### src/rtl/xbus_pkg.sv
// xbus master shared types: top/beat phases and width helpers.
// Byte-serial 4-phase pad bus behind the load/store unit.
package xbus_pkg;

  typedef enum logic [2:0] {
    T_IDLE,
    T_ADDR,
    T_WAIT_WD,
    T_DATA,
    T_RD_HOLD,
    T_FIN
  } top_e;

  typedef enum logic {
    B_WAIT_LOW,
    B_WAIT_HIGH
  } beat_e;

  localparam logic [7:0] OE_DRIVE = 8'hFF;
  localparam logic [7:0] OE_FLOAT = 8'h00;

  function automatic int lane_w(input int n);
    return 8 * n;
  endfunction

  function automatic int tmo_w(input int t);
    return (t > 0) ? $clog2(t + 1) : 1;
  endfunction

endpackage

### src/rtl/xbus_sync.sv
// Multi-flop synchroniser for the asynchronous host ack.
// Chain resets to 0 so a stuck-high ack is seen only after STAGES edges.
module xbus_sync #(
  parameter int STAGES = 2
) (
  input  logic clk,
  input  logic rst_n,
  input  logic d,
  output logic q
);

  logic [STAGES-1:0] sync_q;

  always_ff @(posedge clk or negedge rst_n) begin
    if (!rst_n) sync_q <= '0;
    else        sync_q <= {sync_q[STAGES-2:0], d};
  end

  assign q = sync_q[STAGES-1];

endmodule

### src/rtl/xbus_master.sv
// Byte-serial external bus master: address phase, then bursts of
// multi-byte words as 4-phase req/ack beats, with flow control and timeout.
module xbus_master
  import xbus_pkg::*;
#(
  parameter int ADDR_BYTES     = 2,
  parameter int DATA_BYTES     = 1,
  parameter int LEN_W          = 4,
  parameter int SYNC_STAGES    = 2,
  parameter int TIMEOUT_CYCLES = 0
) (
  input  logic                      clk,
  input  logic                      rst_n,
  input  logic                      cmd_valid,
  output logic                      cmd_ready,
  input  logic                      cmd_write,
  input  logic [8*ADDR_BYTES-1:0]   cmd_addr,
  input  logic [LEN_W-1:0]          cmd_len,
  input  logic                      wd_valid,
  output logic                      wd_ready,
  input  logic [8*DATA_BYTES-1:0]   wd_data,
  output logic                      rd_valid,
  input  logic                      rd_ready,
  output logic [8*DATA_BYTES-1:0]   rd_data,
  output logic                      done,
  output logic                      err,
  output logic                      busy,
  output logic                      bus_req,
  input  logic                      bus_ack,
  output logic                      bus_rd,
  output logic                      bus_wr,
  output logic [7:0]                bus_dout,
  output logic [7:0]                bus_oe,
  input  logic [7:0]                bus_din
);

  localparam int AW = lane_w(ADDR_BYTES);
  localparam int DW = lane_w(DATA_BYTES);
  localparam int TW = tmo_w(TIMEOUT_CYCLES);
  localparam bit TMO_EN = (TIMEOUT_CYCLES > 0);
  localparam logic [1:0] A_LAST = 2'(ADDR_BYTES - 1);
  localparam logic [1:0] D_LAST = 2'(DATA_BYTES - 1);
  localparam logic [TW-1:0] T_LAST = TW'(TIMEOUT_CYCLES - 1);

  logic ack_s;

  xbus_sync #(
    .STAGES(SYNC_STAGES)
  ) u_sync (
    .clk  (clk),
    .rst_n(rst_n),
    .d    (bus_ack),
    .q    (ack_s)
  );

  top_e            state_q, state_d;
  beat_e           beat_q, beat_d;
  logic [1:0]      bcnt_q, bcnt_d;
  logic [LEN_W-1:0] wcnt_q, wcnt_d;
  logic [LEN_W-1:0] len_q, len_d;
  logic [TW-1:0]   tcnt_q, tcnt_d;
  logic            write_q, write_d;
  logic [AW-1:0]   addr_q, addr_d;
  logic [DW-1:0]   wd_q, wd_d;
  logic [DW-1:0]   rd_data_q, rd_data_d;
  logic            rd_valid_q, rd_valid_d;
  logic            wd_ready_q, wd_ready_d;
  logic            done_q, done_d;
  logic            err_q, err_d;
  logic            cmd_ready_q, cmd_ready_d;
  logic            bus_req_q, bus_req_d;
  logic            bus_rd_q, bus_rd_d;
  logic            bus_wr_q, bus_wr_d;
  logic [7:0]      bus_dout_q, bus_dout_d;
  logic [7:0]      bus_oe_q, bus_oe_d;

  logic       is_addr;
  logic       drive;
  logic       last;
  logic       waiting;
  logic       fin_go;
  logic       fin_err;
  logic [4:0] sh;
  logic [7:0] byte_out;

  always_comb begin
    state_d     = state_q;
    beat_d      = beat_q;
    bcnt_d      = bcnt_q;
    wcnt_d      = wcnt_q;
    len_d       = len_q;
    tcnt_d      = tcnt_q;
    write_d     = write_q;
    addr_d      = addr_q;
    wd_d        = wd_q;
    rd_data_d   = rd_data_q;
    rd_valid_d  = rd_valid_q;
    wd_ready_d  = 1'b0;
    done_d      = 1'b0;
    err_d       = 1'b0;
    bus_req_d   = bus_req_q;
    bus_rd_d    = bus_rd_q;
    bus_wr_d    = bus_wr_q;
    bus_dout_d  = bus_dout_q;
    bus_oe_d    = bus_oe_q;
    waiting     = 1'b0;
    fin_go      = 1'b0;
    fin_err     = 1'b0;
    last        = 1'b0;
    is_addr     = (state_q == T_ADDR);
    drive       = is_addr | write_q;
    sh          = {bcnt_q, 3'b000};
    byte_out    = is_addr ? 8'(addr_q >> sh) : 8'(wd_q >> sh);

    unique case (state_q)
      T_IDLE: begin
        if (cmd_valid && cmd_ready_q) begin
          write_d  = cmd_write;
          addr_d   = cmd_addr;
          len_d    = cmd_len;
          wcnt_d   = '0;
          bcnt_d   = '0;
          tcnt_d   = '0;
          beat_d   = B_WAIT_LOW;
          bus_rd_d = ~cmd_write;
          bus_wr_d = cmd_write;
          state_d  = T_ADDR;
        end
      end
      T_ADDR, T_DATA: begin
        if (beat_q == B_WAIT_LOW) begin
          if (!ack_s) begin
            bus_req_d  = 1'b1;
            bus_dout_d = byte_out;
            bus_oe_d   = drive ? OE_DRIVE : OE_FLOAT;
            beat_d     = B_WAIT_HIGH;
            tcnt_d     = '0;
          end else begin
            waiting = 1'b1;
          end
        end else if (ack_s) begin
          bus_req_d = 1'b0;
          bus_oe_d  = OE_FLOAT;
          beat_d    = B_WAIT_LOW;
          tcnt_d    = '0;
          if (!drive) begin
            rd_data_d = (rd_data_q & ~(DW'(8'hFF) << sh))
                      | (DW'(bus_din) << sh);
          end
          last = is_addr ? (bcnt_q == A_LAST) : (bcnt_q == D_LAST);
          if (!last) begin
            bcnt_d = bcnt_q + 2'd1;
          end else begin
            bcnt_d = '0;
            if (is_addr) begin
              state_d = write_q ? T_WAIT_WD : T_DATA;
            end else if (!write_q) begin
              rd_valid_d = 1'b1;
              state_d    = T_RD_HOLD;
            end else if (wcnt_q == len_q) begin
              fin_go = 1'b1;
            end else begin
              wcnt_d  = wcnt_q + 1'b1;
              state_d = T_WAIT_WD;
            end
          end
        end else begin
          waiting = 1'b1;
        end
      end
      T_WAIT_WD: begin
        if (wd_valid) begin
          wd_d       = wd_data;
          wd_ready_d = 1'b1;
          bcnt_d     = '0;
          tcnt_d     = '0;
          beat_d     = B_WAIT_LOW;
          state_d    = T_DATA;
        end
      end
      T_RD_HOLD: begin
        if (rd_ready) begin
          rd_valid_d = 1'b0;
          if (wcnt_q == len_q) begin
            fin_go = 1'b1;
          end else begin
            wcnt_d  = wcnt_q + 1'b1;
            bcnt_d  = '0;
            tcnt_d  = '0;
            beat_d  = B_WAIT_LOW;
            state_d = T_DATA;
          end
        end
      end
      T_FIN: begin
        state_d = T_IDLE;
      end
      default: begin
        state_d = T_IDLE;
      end
    endcase

    // A stalled ack edge aborts the whole burst.
    if (waiting) begin
      tcnt_d = tcnt_q + 1'b1;
      if (TMO_EN && (tcnt_q == T_LAST)) begin
        bus_req_d  = 1'b0;
        bus_oe_d   = OE_FLOAT;
        rd_valid_d = 1'b0;
        fin_go     = 1'b1;
        fin_err    = 1'b1;
      end
    end

    if (fin_go) begin
      state_d  = T_FIN;
      bus_rd_d = 1'b0;
      bus_wr_d = 1'b0;
      done_d   = 1'b1;
      err_d    = fin_err;
    end

    cmd_ready_d = (state_d == T_IDLE);
  end

  always_ff @(posedge clk or negedge rst_n) begin
    if (!rst_n) begin
      state_q     <= T_IDLE;
      beat_q      <= B_WAIT_LOW;
      bcnt_q      <= '0;
      wcnt_q      <= '0;
      len_q       <= '0;
      tcnt_q      <= '0;
      write_q     <= 1'b0;
      addr_q      <= '0;
      wd_q        <= '0;
      rd_data_q   <= '0;
      rd_valid_q  <= 1'b0;
      wd_ready_q  <= 1'b0;
      done_q      <= 1'b0;
      err_q       <= 1'b0;
      cmd_ready_q <= 1'b1;
      bus_req_q   <= 1'b0;
      bus_rd_q    <= 1'b0;
      bus_wr_q    <= 1'b0;
      bus_dout_q  <= '0;
      bus_oe_q    <= '0;
    end else begin
      state_q     <= state_d;
      beat_q      <= beat_d;
      bcnt_q      <= bcnt_d;
      wcnt_q      <= wcnt_d;
      len_q       <= len_d;
      tcnt_q      <= tcnt_d;
      write_q     <= write_d;
      addr_q      <= addr_d;
      wd_q        <= wd_d;
      rd_data_q   <= rd_data_d;
      rd_valid_q  <= rd_valid_d;
      wd_ready_q  <= wd_ready_d;
      done_q      <= done_d;
      err_q       <= err_d;
      cmd_ready_q <= cmd_ready_d;
      bus_req_q   <= bus_req_d;
      bus_rd_q    <= bus_rd_d;
      bus_wr_q    <= bus_wr_d;
      bus_dout_q  <= bus_dout_d;
      bus_oe_q    <= bus_oe_d;
    end
  end

  assign cmd_ready = cmd_ready_q;
  assign busy      = ~cmd_ready_q;
  assign wd_ready  = wd_ready_q;
  assign rd_valid  = rd_valid_q;
  assign rd_data   = rd_data_q;
  assign done      = done_q;
  assign err       = err_q;
  assign bus_req   = bus_req_q;
  assign bus_rd    = bus_rd_q;
  assign bus_wr    = bus_wr_q;
  assign bus_dout  = bus_dout_q;
  assign bus_oe    = bus_oe_q;

endmodule

### config.mk
export PLATFORM = sky130hd
export DESIGN_NAME = xbus_master
export DESIGN_NICKNAME = d
export VERILOG_FILES = /design/src/rtl/xbus_pkg.sv /design/src/rtl/xbus_sync.sv /design/src/rtl/xbus_master.sv
export SDC_FILE = /design/constraint.sdc
export NUM_CORES = 1
export LEC_CHECK = 0
export BUFFER_PORTS_ARGS = -buffer_cell sky130_fd_sc_hd__buf_2
export CORE_MARGIN = 2
export CORE_UTILIZATION = 38
export CTS_BUF_LIST = sky130_fd_sc_hd__clkbuf_16
export CTS_CLUSTER_SIZE = 8
export DETAILED_ROUTE_END_ITERATION = 16
export GPL_ROUTABILITY_DRIVEN = 0
export SLEW_MARGIN = 10
export SYNTH_ARGS = -nofsm -noshare
export SYNTH_HDL_FRONTEND = slang
export SYNTH_SLANG_ARGS = --single-unit
### constraint.sdc
create_clock -name clk -period 2.4 [get_ports clk]
set_input_delay 0.12 -clock clk [delete_from_list [all_inputs] [get_ports clk]]
set_output_delay 0.12 -clock clk [all_outputs]
set_load 0.05 [all_outputs]
==> results of run 1 <==
[cell usage in the layout (no fill, tap or decap), types with 2 or more instances in the layout]
cell            n
a211o_1         2
a21oi_1         8
a22o_1         17
and2_1          2
buf_2          74
buf_4          12
bufinv_16       2
clkbuf_16       9
clkinv_1        2
clkinv_2        2
dfrtp_1        64
dlygate4sd3_1  18
ha_1            4
inv_1           8
mux2_2          8
mux2i_1         8
nand2_1        69
nand2b_1        4
nand3_1        12
nand4_1         2
nor2_1         10
nor2b_1         3
nor3_1          2
nor3_2          2
o21ai_0        17
o21ai_1         2
o31ai_1         2
or3_1           3
xnor2_1         4
[final cells by class]
| cell class | count | area [sq um] |
|---|---|---|
| well taps | 102 | 128 |
| multi-input cells | 201 | 1240 |
| repair buffers | 105 | 661 |
| inverters | 8 | 30.0 |
| clock buffers | 9 | 225 |
| fillers | 719 | 3720 |
| clock inverters | 7 | 86.3 |
| flip-flops and latches | 65 | 1630 |
[stage by stage]
step           instances  setup WS [ns]  hold slack [ns]
3_5_place_dp         463          0.323            0.229
3_3_place_gp         463          0.375            0.228
2_1_floorplan        295          0.316           -0.176
4_1_cts              497          0.311          0.00177
6_report             497          0.328          0.00451
5_1_grt              497          0.223          0.00540
[cells in the mapped netlist, drive strengths merged, types with 5 or more instances]
| cell type | n |
|---|---|
| a22o | 17 |
| inv | 7 |
| dfrtp | 64 |
| nand3 | 12 |
| clkbuf | 7 |
| mux2 | 8 |
| nand2b | 5 |
| nor2 | 10 |
| o21ai | 19 |
| buf | 14 |
| nand2 | 69 |
| mux2i | 8 |
| a21oi | 9 |
[sequential cells by signal, summed over array words and instances, names as in the netlist]
| signal | count |
|---|---|
| cmd_ready | 1 |
| bus_oe | 1 |
| beat_q | 1 |
| bcnt_q | 2 |
| rd_data | 8 |
| state_q | 3 |
| wcnt_q | 4 |
| bus_wr | 1 |
| bus_rd | 1 |
| write_q | 1 |
| done | 1 |
| u_sync.sync_q | 2 |
| wd_q | 8 |
| addr_q | 16 |
| bus_dout | 8 |
| len_q | 4 |
| bus_req | 1 |
| rd_valid | 1 |
| wd_ready | 1 |
[power by group through the flow]
stage | logic, mW | clock network [mW] | registers (mW)
after global routing | 2.54 | 1.46 | 1.92
after CTS | 2.35 | 1.40 | 1.86
after floorplan | 1.42 | 0 | 2.23
after detailed placement | 2.32 | 0 | 1.87
final | 2.33 | 1.37 | 1.85
after global placement | 2.30 | 0 | 1.85
[worst register-to-register path, stage by stage (launching register included)]
cell,delay (ns)
dfrtp_1,0.38
clkinv_1,0.11
ha_1,0.26
and4_1,0.20
a311oi_2,0.26
and4b_4,0.24
a211o_1,0.32
a22o_1,0.19
[cell families (layout without fill, tap and decap cells)]
group | after synthesis | after routing | share of synthesized area [%]
flip-flops | 65 | 65 | 53.9
adder cells (fa/ha/maj) | 4 | 4 | 1.66
XOR/XNOR | 4 | 4 | 1.16
buffers and inverters | 29 | 129 | 5.01
AND/OR/NAND/NOR | 118 | 118 | 19.0
AO/OA/AOI/OAI | 58 | 58 | 13.5
other | 1 | 1 | 0.124
multiplexers | 16 | 16 | 5.64
[routing by layer]
| metal | part of all wire, % | track usage, % | wire length, um | vias up |
|---|---|---|---|---|
| li1 | - | - | - | 1211 |
| met1 | 44 | 23.1 | 3080 | 1137 |
| met2 | 49 | 27.4 | 3380 | 79 |
| met3 | 5.6 | 4.19 | 388 | 10 |
| met4 | 1.1 | 5.88 | 78 | 0 |
| met5 | 0 | 0 | 0 | - |
[worst max-delay path by stage]
stage                          start            endpoint  slack [ns]  cells past startpoint
6_report       bcnt_q[0]$_DFFE_PN0P_  beat_q$_DFFE_PN0P_        0.33                      7
3_3_place_gp   bcnt_q[0]$_DFFE_PN0P_  beat_q$_DFFE_PN0P_        0.37                      7
5_1_grt        bcnt_q[0]$_DFFE_PN0P_  beat_q$_DFFE_PN0P_        0.22                      7
3_5_place_dp   bcnt_q[0]$_DFFE_PN0P_  beat_q$_DFFE_PN0P_        0.32                      7
4_1_cts        bcnt_q[0]$_DFFE_PN0P_  beat_q$_DFFE_PN0P_        0.31                      7
2_1_floorplan  bcnt_q[0]$_DFFE_PN0P_  beat_q$_DFFE_PN0P_        0.32                      7
[repair_timing]
item,4_1_cts,5_1_grt
endpoints found under the hold margin,46,0
hold buffers,18,0
buffers inserted,0,0
gates resized for setup,0,0
==> flow_metrics.tcl, run 1 <==
set metrics [dict create \
    status "finished, final reports clean" \
    worstMarginPinSlew_ns 0.740 \
    number_of_global_route_vias_before_repair 2351 \
    path_cells "clkinv_1 > ha_1 > and4_1 > a311oi_2 > and4b_4 > a211o_1 > a22o_1" \
    worst_hold_path.endpoint "len_q[1]$_DFFE_PN0P_" \
    worst_skew_pair.late_latency_ns 0.33 \
    cp.buffers_inverters 1 \
    timing.reg2reg.worst_path_depth 7 \
    start_util_pct 39.1 \
    kind_of_critical_path "register to register" \
    hold_class "input port to register" \
    dieArea_sq_mm 0.00867 \
    r2r_path_start "bcnt_q[0]$_DFFE_PN0P_" \
    post_dp_cell_area_sq_mm 0.00351 \
    core_area_sq_mm 0.00773 \
    pwr-share-seq_pct 33.3 \
    ctsHtreeMaxLevel 3 \
    routed_wirelength_um 6920 \
    ys_ff_latch 65 \
    worst_path_max_delay_cell "dfrtp_1" \
    drt_first_iter_violations 118 \
    chipWidth_um 93.1 \
    maxCapViolCount 0 \
    asyncSetResetFlopFracSynth_pct 100 \
    ant_nets 0 \
    grt_util_all_layers_pct 17.2 \
    maxClockFrequency_mhz 483 \
    area_of_the_mapped_netlist_sq_mm 0.00302 \
    setup.reg_to_reg.worst_slack_ns 0.33 \
    min_from "cmd_len[1]" \
    cp_slowest_stage_delay_ns 0.38 \
    worstPathMaxFanout 5 \
    dr.pass1.iters 5 \
    number_of_enable_flip_flop_cells_after_synthesis 0 \
    grt_first_pass_wirelength_um 11600 \
    antennaDiodeCount 0 \
    critical-path-top-delay-family "compound AO/OA/AOI/OAI gates" \
    cts.sinks 65 \
    yosysWarnings 0 \
    ctsRootBufferMaster "clkbuf_16" \
    post-synth-top-area-cell "dfrtp_1" \
    die_h_um 93.1 \
    vias_per_cell 4.90 \
    synth.net_count 342 \
    routedWlPerCell_um 13.9 \
    grt_start_max_net_pins 36 \
    clk_path_buf_depth 2 \
    total_switching_power_mw 2.31 \
    drcViolationCount 0 \
    synth_seq_area_share_pct 53.9 \
    final-max-slew-violation-count 0 \
    power_switching_share_pct 41.6 \
    antenna_found_initial 0 \
    power.share.combinational_pct 42.0 \
    power.leakage_nw 2.02 \
    final.period_utilization_pct 86.3 \
    floorplan.rows 32 \
    avgSynthCellArea_sq_um 10.2 \
    worst_hold_path.num_cells 3 \
    net_total_in_the_final_layout 437 \
    setup_violations 0 \
    area_delta_synth_final_pct 32.6 \
    clock_tree_from_tritoncts "yes" \
    grt.overflow.total 0 \
    reg2reg_to "beat_q$_DFFE_PN0P_" \
    finalInstanceArea_sq_mm 0.00400 \
    timing.final.hold_violations 0 \
    ioPinCount 76 \
    drive_gt1_share_pct 30.1 \
    report.power.total_mw 5.54 \
    synth.area.top_cells "dfrtp_1, nand2_1, a22o_1" \
    grt_setup_unrepaired "false" \
    synth_ff_type "dfrtp_1" \
    synth_top_area_share_pct 53.0 \
    power.share.clock_pct 24.7 \
    yosys.cell_types.count 49 \
    worst_ep_arrival_time_ns 2.29 \
    end_kind "register" \
    cts.reportedPaths.clkPinSlew_ns 0.06 \
    vias 2437 \
    port-buffer-count 74 \
    timing.critical_path.from_type "register" \
    cts_made_buffers 9 \
    slew_headroom_pct 50.7 \
    final.setup.tns_ns 0 \
    final_core_utilization_pct 51.8 \
    detail_placement_hpwl_um 4720 \
    p_per_area_mw_per_mm2 1390 \
    post_synthesis_cell_count 295 \
    final_period_minus_worst_setup_slack_ns 2.07 \
    peakVddDrop_uv 738 \
    fin_skew_ns 0.00652 \
    required_ns 2.62 \
    cell_internal_pwr_mw 3.24 \
]
No activity file was read; power rests on OpenSTA's default activity.
==> run 2: changes to the inputs <==
--- a/config.mk
+++ b/config.mk
@@ -7,11 +7,13 @@
 export LEC_CHECK = 0
 export BUFFER_PORTS_ARGS = -buffer_cell sky130_fd_sc_hd__buf_2
 export CORE_MARGIN = 2
-export CORE_UTILIZATION = 38
+export CORE_UTILIZATION = 53
 export CTS_BUF_LIST = sky130_fd_sc_hd__clkbuf_16
 export CTS_CLUSTER_SIZE = 8
 export DETAILED_ROUTE_END_ITERATION = 16
 export GPL_ROUTABILITY_DRIVEN = 0
+export HOLD_SLACK_MARGIN = 0.05
+export PLACE_DENSITY = 0.8
 export SLEW_MARGIN = 10
 export SYNTH_ARGS = -nofsm -noshare
 export SYNTH_HDL_FRONTEND = slang
==> flow_metrics.tcl, run 2 (same netlist as run 1, synthesis figures left out) <==
set metrics [dict create \
    grt_start_max_net_pins 66 \
    cell_internal_pwr_mw 3.01 \
    core_area_sq_mm 0.00551 \
    registers.top_by_ff_count "addr_q" \
    routed_wirelength_um 6790 \
    final_core_utilization_pct 73.8 \
    cp-endpoint "bcnt_q[0]$_DFFE_PN0P_" \
    routedWlPerCell_um 14.1 \
    number_of_global_route_vias_before_repair 2486 \
    worst_ep_arrival_time_ns 2.32 \
    grt_first_pass_wirelength_um 11300 \
    layout.area.seq_sq_mm 0.00163 \
    slew_headroom_pct 47.7 \
    floorplan.rows 27 \
    net_total_in_the_final_layout 452 \
    worst_skew_pair.late_latency_ns 0.33 \
    clock_tree_from_tritoncts "yes" \
    grt.overflow.total 0 \
    kind_of_critical_path "register to register" \
    worstMarginPinSlew_ns 0.784 \
    antenna_found_initial 0 \
    reg2reg_to "bcnt_q[0]$_DFFE_PN0P_" \
    r2r_path_start "bcnt_q[0]$_DFFE_PN0P_" \
    cts.sinks 65 \
    hold_class "input port to register" \
    vias_per_cell 5.23 \
    postCtsSetupBuffers 0 \
    antennaDiodeCount 0 \
    timing.critical_path.from_type "register" \
    worstSetupStartpoint "bcnt_q[0]$_DFFE_PN0P_" \
    final.period_utilization_pct 88.1 \
    vias 2520 \
    end_kind "register" \
    post_cts_resize_count 0 \
    required_ns 2.61 \
    cts_made_buffers 9 \
    ctsRootBufferMaster "clkbuf_16" \
    dieArea_sq_mm 0.00632 \
    pwr-share-seq_pct 34.8 \
    timing.reg2reg.worst_path_depth 7 \
    maxCapViolCount 0 \
    timing.final.hold_violations 0 \
    area_delta_synth_final_pct 34.6 \
    die_h_um 79.5 \
    multi_input_area_sq_mm 0.00124 \
    final-max-slew-violation-count 0 \
    status "finished, final reports clean" \
    most_common_cell_after_layout_fill_and_taps_aside "buf_2" \
    peakVddDrop_uv 889 \
    dr.pass1.iters 4 \
    power.leakage_nw 2.05 \
    clk_path_buf_depth 2 \
    worstPathMaxFanout 5 \
    p_per_area_mw_per_mm2 1310 \
    drt_first_iter_violations 208 \
    drive_gt1_share_pct 27.8 \
    drcViolationCount 0 \
    power_switching_share_pct 43.3 \
    grt_util_all_layers_pct 23.7 \
    largest_reg_flops 16 \
    port-buffer-count 74 \
    final_period_minus_worst_setup_slack_ns 2.11 \
    ioPinCount 76 \
    final.setup.tns_ns 0 \
    ctsHtreeMaxLevel 3 \
    total_switching_power_mw 2.30 \
    fin_skew_ns 0.00464 \
    maxClockFrequency_mhz 473 \
    setup_violations 0 \
    power.share.clock_pct 21.5 \
    cts.reportedPaths.clkPinSlew_ns 0.05 \
    grt_setup_unrepaired "false" \
    setup.reg_to_reg.worst_slack_ns 0.29 \
    chipWidth_um 79.5 \
    nFillCells 386 \
    hold_buffers 37 \
    mostFrequentLayoutCells "buf_2, nand2_1, dfrtp_1" \
    power.share.combinational_pct 43.7 \
    ant_nets 0 \
    start_util_pct 54.8 \
    detail_placement_hpwl_um 4490 \
]
-- run 2: per-layer routing --
| layer | GRT usage [%] | up-vias | share of wire (%) | wire length, um |
|---|---|---|---|---|
| li1 | - | 1243 | - | - |
| met1 | 30.7 | 1181 | 45 | 3050 |
| met2 | 36.9 | 85 | 47 | 3220 |
| met3 | 6.11 | 11 | 5.7 | 386 |
| met4 | 11.7 | 0 | 2.0 | 135 |
| met5 | 0 | - | 0 | 0 |
-- run 2: critical path, stage by stage (launching register included) --
cell and delay (ns):
dfrtp_1 0.41, clkinv_1 0.11, ha_1 0.26, and4_1 0.20, a311oi_2 0.26, and4b_4 0.25
a211o_1 0.32, o22a_1 0.18
-- run 2: area by class of cell --
cell class,instances,area share (%)
clock inverters,7,0.924
well taps,72,2.22
multi-input cells,201,30.6
repair buffers,120,19.9
clock buffers,9,5.54
flip-flops and latches,65,40.1
inverters,8,0.739
-- run 2: worst min-delay path by stage --
stage                           from                    endpoint  slack [ns]  cells after the start
after floorplan                rst_n       addr_q[0]$_DFFE_PN0P_       -0.18                      0
after global placement       bus_ack  u_sync.sync_q[0]$_DFF_PN0_        0.23                      1
after detailed placement     bus_ack  u_sync.sync_q[0]$_DFF_PN0_        0.24                      1
after CTS                 wd_data[6]         wd_q[6]$_DFFE_PN0P_        0.05                      2
after global routing      wd_data[6]         wd_q[6]$_DFFE_PN0P_        0.06                      2
final                     wd_data[6]         wd_q[6]$_DFFE_PN0P_        0.05                      2
-- run 2: power by group through the flow --
| stage | clock, mW | combinational [mW] | sequential, mW |
|---|---|---|---|
| after floorplan | 0 | 1.42 | 2.23 |
| after global placement | 0 | 2.23 | 1.83 |
| after detailed placement | 0 | 2.28 | 1.86 |
| after CTS | 1.16 | 2.34 | 1.85 |
| after global routing | 1.21 | 2.55 | 1.91 |
| final | 1.14 | 2.32 | 1.85 |
-- run 2: through the flow --
step	std cells	hold slack, ns	setup WS [ns]	cell area (sq um)	power [mW]
6_report	482	0.0507	0.286	4060	5.32
5_1_grt	482	0.0568	0.165	4060	5.67
4_1_cts	482	0.0504	0.294	4060	5.34
3_5_place_dp	429	0.237	0.301	3430	4.14
3_3_place_gp	429	0.234	0.378	3430	4.06
2_1_floorplan	295	-0.176	0.316	3020	3.64
==> run 3: changes to the inputs <==
--- a/config.mk
+++ b/config.mk
@@ -13,8 +13,10 @@
 export DETAILED_ROUTE_END_ITERATION = 16
 export GPL_ROUTABILITY_DRIVEN = 0
 export HOLD_SLACK_MARGIN = 0.05
-export PLACE_DENSITY = 0.8
+export PLACE_DENSITY = 0.79
 export SLEW_MARGIN = 10
 export SYNTH_ARGS = -nofsm -noshare
 export SYNTH_HDL_FRONTEND = slang
+export SYNTH_HIERARCHICAL = 1
 export SYNTH_SLANG_ARGS = --single-unit
+export TNS_END_PERCENT = 30
==> flow_metrics.tcl, run 3 <==
set metrics [dict create \
    peakVddDrop_uv 781 \
    largest_reg_flops 16 \
    hold_ws_ns 0.0655 \
    worstPathMaxFanout 6 \
    grt_setup_unrepaired "false" \
    die_h_um 80.1 \
    worst_hold_path.num_cells 2 \
    nFillCells 367 \
    synth.area.top_cells "dfrtp_1, mux2_2, a22o_1" \
    net_total_in_the_final_layout 417 \
    timing.reg2reg.worst_path_depth 8 \
    r2r_path_start "bcnt_q[1]$_DFFE_PN0P_" \
    cts_made_buffers 9 \
    post_synthesis_cell_count 260 \
    start_util_pct 55.4 \
    hold_class "input port to register" \
    final_period_minus_worst_setup_slack_ns 2.12 \
    setup_violations 0 \
    slew_headroom_pct 55.0 \
    worst_skew_pair.late_latency_ns 0.32 \
    vias_per_cell 5.41 \
    synth_ff_type "dfrtp_1" \
    area_of_the_mapped_netlist_sq_mm 0.00307 \
    setup_slack_after_layout_ns 0.276 \
    final-max-slew-violation-count 0 \
    number_of_enable_flip_flop_cells_after_synthesis 0 \
    mostFrequentLayoutCells "buf_2, dfrtp_1, dlygate4sd3_1" \
    timing.final.hold_violations 0 \
    reg2reg_to "bcnt_q[0]$_DFFE_PN0P_" \
    maxCapViolCount 0 \
    grt.overflow.total 0 \
    ant_nets 0 \
    grt_start_max_net_pins 38 \
    power.leakage_nw 1.97 \
    grt_util_all_layers_pct 24.0 \
    min_from "cmd_write" \
    dr.pass1.iters 6 \
    most_common_cell_after_layout_fill_and_taps_aside "buf_2" \
    grt_first_pass_wirelength_um 11500 \
    synth_top_area_share_pct 52.2 \
    avgSynthCellArea_sq_um 11.8 \
    synthMostInstantiatedCell "dfrtp_1" \
    detail_placement_hpwl_um 4510 \
    status "finished, final reports clean" \
    clock_tree_from_tritoncts "yes" \
    vias 2396 \
    final.setup.tns_ns 0 \
    cts.sinks 65 \
    chipWidth_um 80.1 \
    preCtsSetupSlack_ns 0.344 \
    yosysWarnings 6 \
    drt_first_iter_violations 154 \
    worst_ep_arrival_time_ns 2.32 \
    ctsHtreeMaxLevel 3 \
    timing.critical_path.from_type "register" \
    p_per_area_mw_per_mm2 1300 \
    postCtsSetupBuffers 0 \
    ioPinCount 76 \
    post-synth-top-area-cell "dfrtp_1" \
    asyncSetResetFlopFracSynth_pct 100 \
    setup.reg_to_reg.worst_slack_ns 0.28 \
    cts.reportedPaths.clkPinSlew_ns 0.05 \
    yosys.cell_types.count 48 \
    ys_ff_latch 65 \
    antennaDiodeCount 0 \
    number_of_global_route_vias_before_repair 2469 \
    drive_gt1_share_pct 35.3 \
    fin_skew_ns 0.00652 \
    registers.top_by_ff_count "addr_q" \
    synth.top_cells.by_count "dfrtp_1, mux2_2, a22o_1" \
    worst_hold_path.endpoint "write_q$_DFFE_PN0P_" \
    port-buffer-count 74 \
    area_delta_synth_final_pct 33.2 \
    final.period_utilization_pct 88.5 \
    drcViolationCount 0 \
    end_kind "register" \
    maxClockFrequency_mhz 471 \
    antenna_found_initial 0 \
    ctsRootBufferMaster "clkbuf_16" \
    worstMarginPinSlew_ns 0.674 \
    placed_cells_incl_taps 393 \
    synth.net_count 307 \
    core_area_sq_mm 0.00554 \
    kind_of_critical_path "register to register" \
    floorplan.rows 27 \
    synth_seq_area_share_pct 53.0 \
    required_ns 2.59 \
    dieArea_sq_mm 0.00642 \
    routedWlPerCell_um 15.9 \
    finish.cell_count_without_fillers 443 \
    routed_wirelength_um 7040 \
    report.power.total_mw 5.33 \
    clk_path_buf_depth 2 \
]
-- run 3: worst max-delay path, cell delays in order, from the launching register on --
cell,delay [ns]
dfrtp_1,0.38
inv_1,0.12
ha_1,0.25
nand3_2,0.10
or3_4,0.41
a21oi_4,0.24
nor2b_2,0.10
a311oi_2,0.30
o21ai_1,0.10
-- run 3: per-stage QoR --
stage / cell area, sq um / util, %
floorplan: 3070 / -
CTS: 4090 / 73.8
global route: 4090 / 73.8
detailed placement: 3470 / 62.6
global placement: 3470 / 62.6
finish: 4090 / 73.8
-- run 3: power by group --
part / switching [mW] / internal (mW) / total (mW) / leakage, nW
logic: 1.52 / 0.853 / 2.37 / 1.03
registers: 0.331 / 1.55 / 1.88 / 0.818
clock network: 0.418 / 0.664 / 1.08 / 0.118
total: 2.27 / 3.06 / 5.33 / 1.97
-- run 3: cell type report --
type | instances | area, sq um | area share, %
clock inverters | 3 | 12.5 | 0.306
clock buffers | 9 | 225 | 5.51
repair buffers | 119 | 816 | 20.0
well taps | 72 | 90.1 | 2.20
flip-flops and latches | 65 | 1630 | 39.8
inverters | 10 | 37.5 | 0.918
multi-input cells | 165 | 1280 | 31.3
-- run 3: worst max path at each step --
stage / from / slack [ns] / endpoint
final: bcnt_q[1]$_DFFE_PN0P_ / 0.28 / bcnt_q[0]$_DFFE_PN0P_
after floorplan: bcnt_q[0]$_DFFE_PN0P_ / 0.40 / bcnt_q[0]$_DFFE_PN0P_
after global routing: bcnt_q[0]$_DFFE_PN0P_ / 0.16 / bcnt_q[0]$_DFFE_PN0P_
after global placement: bcnt_q[1]$_DFFE_PN0P_ / 0.44 / bcnt_q[0]$_DFFE_PN0P_
after CTS: bcnt_q[1]$_DFFE_PN0P_ / 0.32 / bcnt_q[0]$_DFFE_PN0P_
after detailed placement: bcnt_q[1]$_DFFE_PN0P_ / 0.34 / bcnt_q[0]$_DFFE_PN0P_
-- run 3: kinds of logic (layout without fill, tap and decap cells) --
family          count (synthesis)  count (layout)  synth area share (%)
flops                          65              65                  53.0
simple gates                   64              64                  12.1
compound gates                 50              50                  11.8
mux                            40              40                  14.2
buf+inv                        30             141                  5.30
xor+xnor                        6               6                  1.71
fa+ha+maj                       4               4                  1.63
other cells                     1               1                 0.122
-- run 3: what timing repair did --
action / in CTS / in global routing
hold buffers: 38 / 0
resized for setup: 0 / 0
endpoints found under the hold margin: 64 / 0
-- run 3: routing by layer --
layer	part of all wire, %	GRT usage [%]	vias up
li1	-	-	1128
met4	1.9	10.7	0
met2	50	40.3	118
met1	40	29.1	1135
met5	0	0	-
met3	8.4	5.96	15
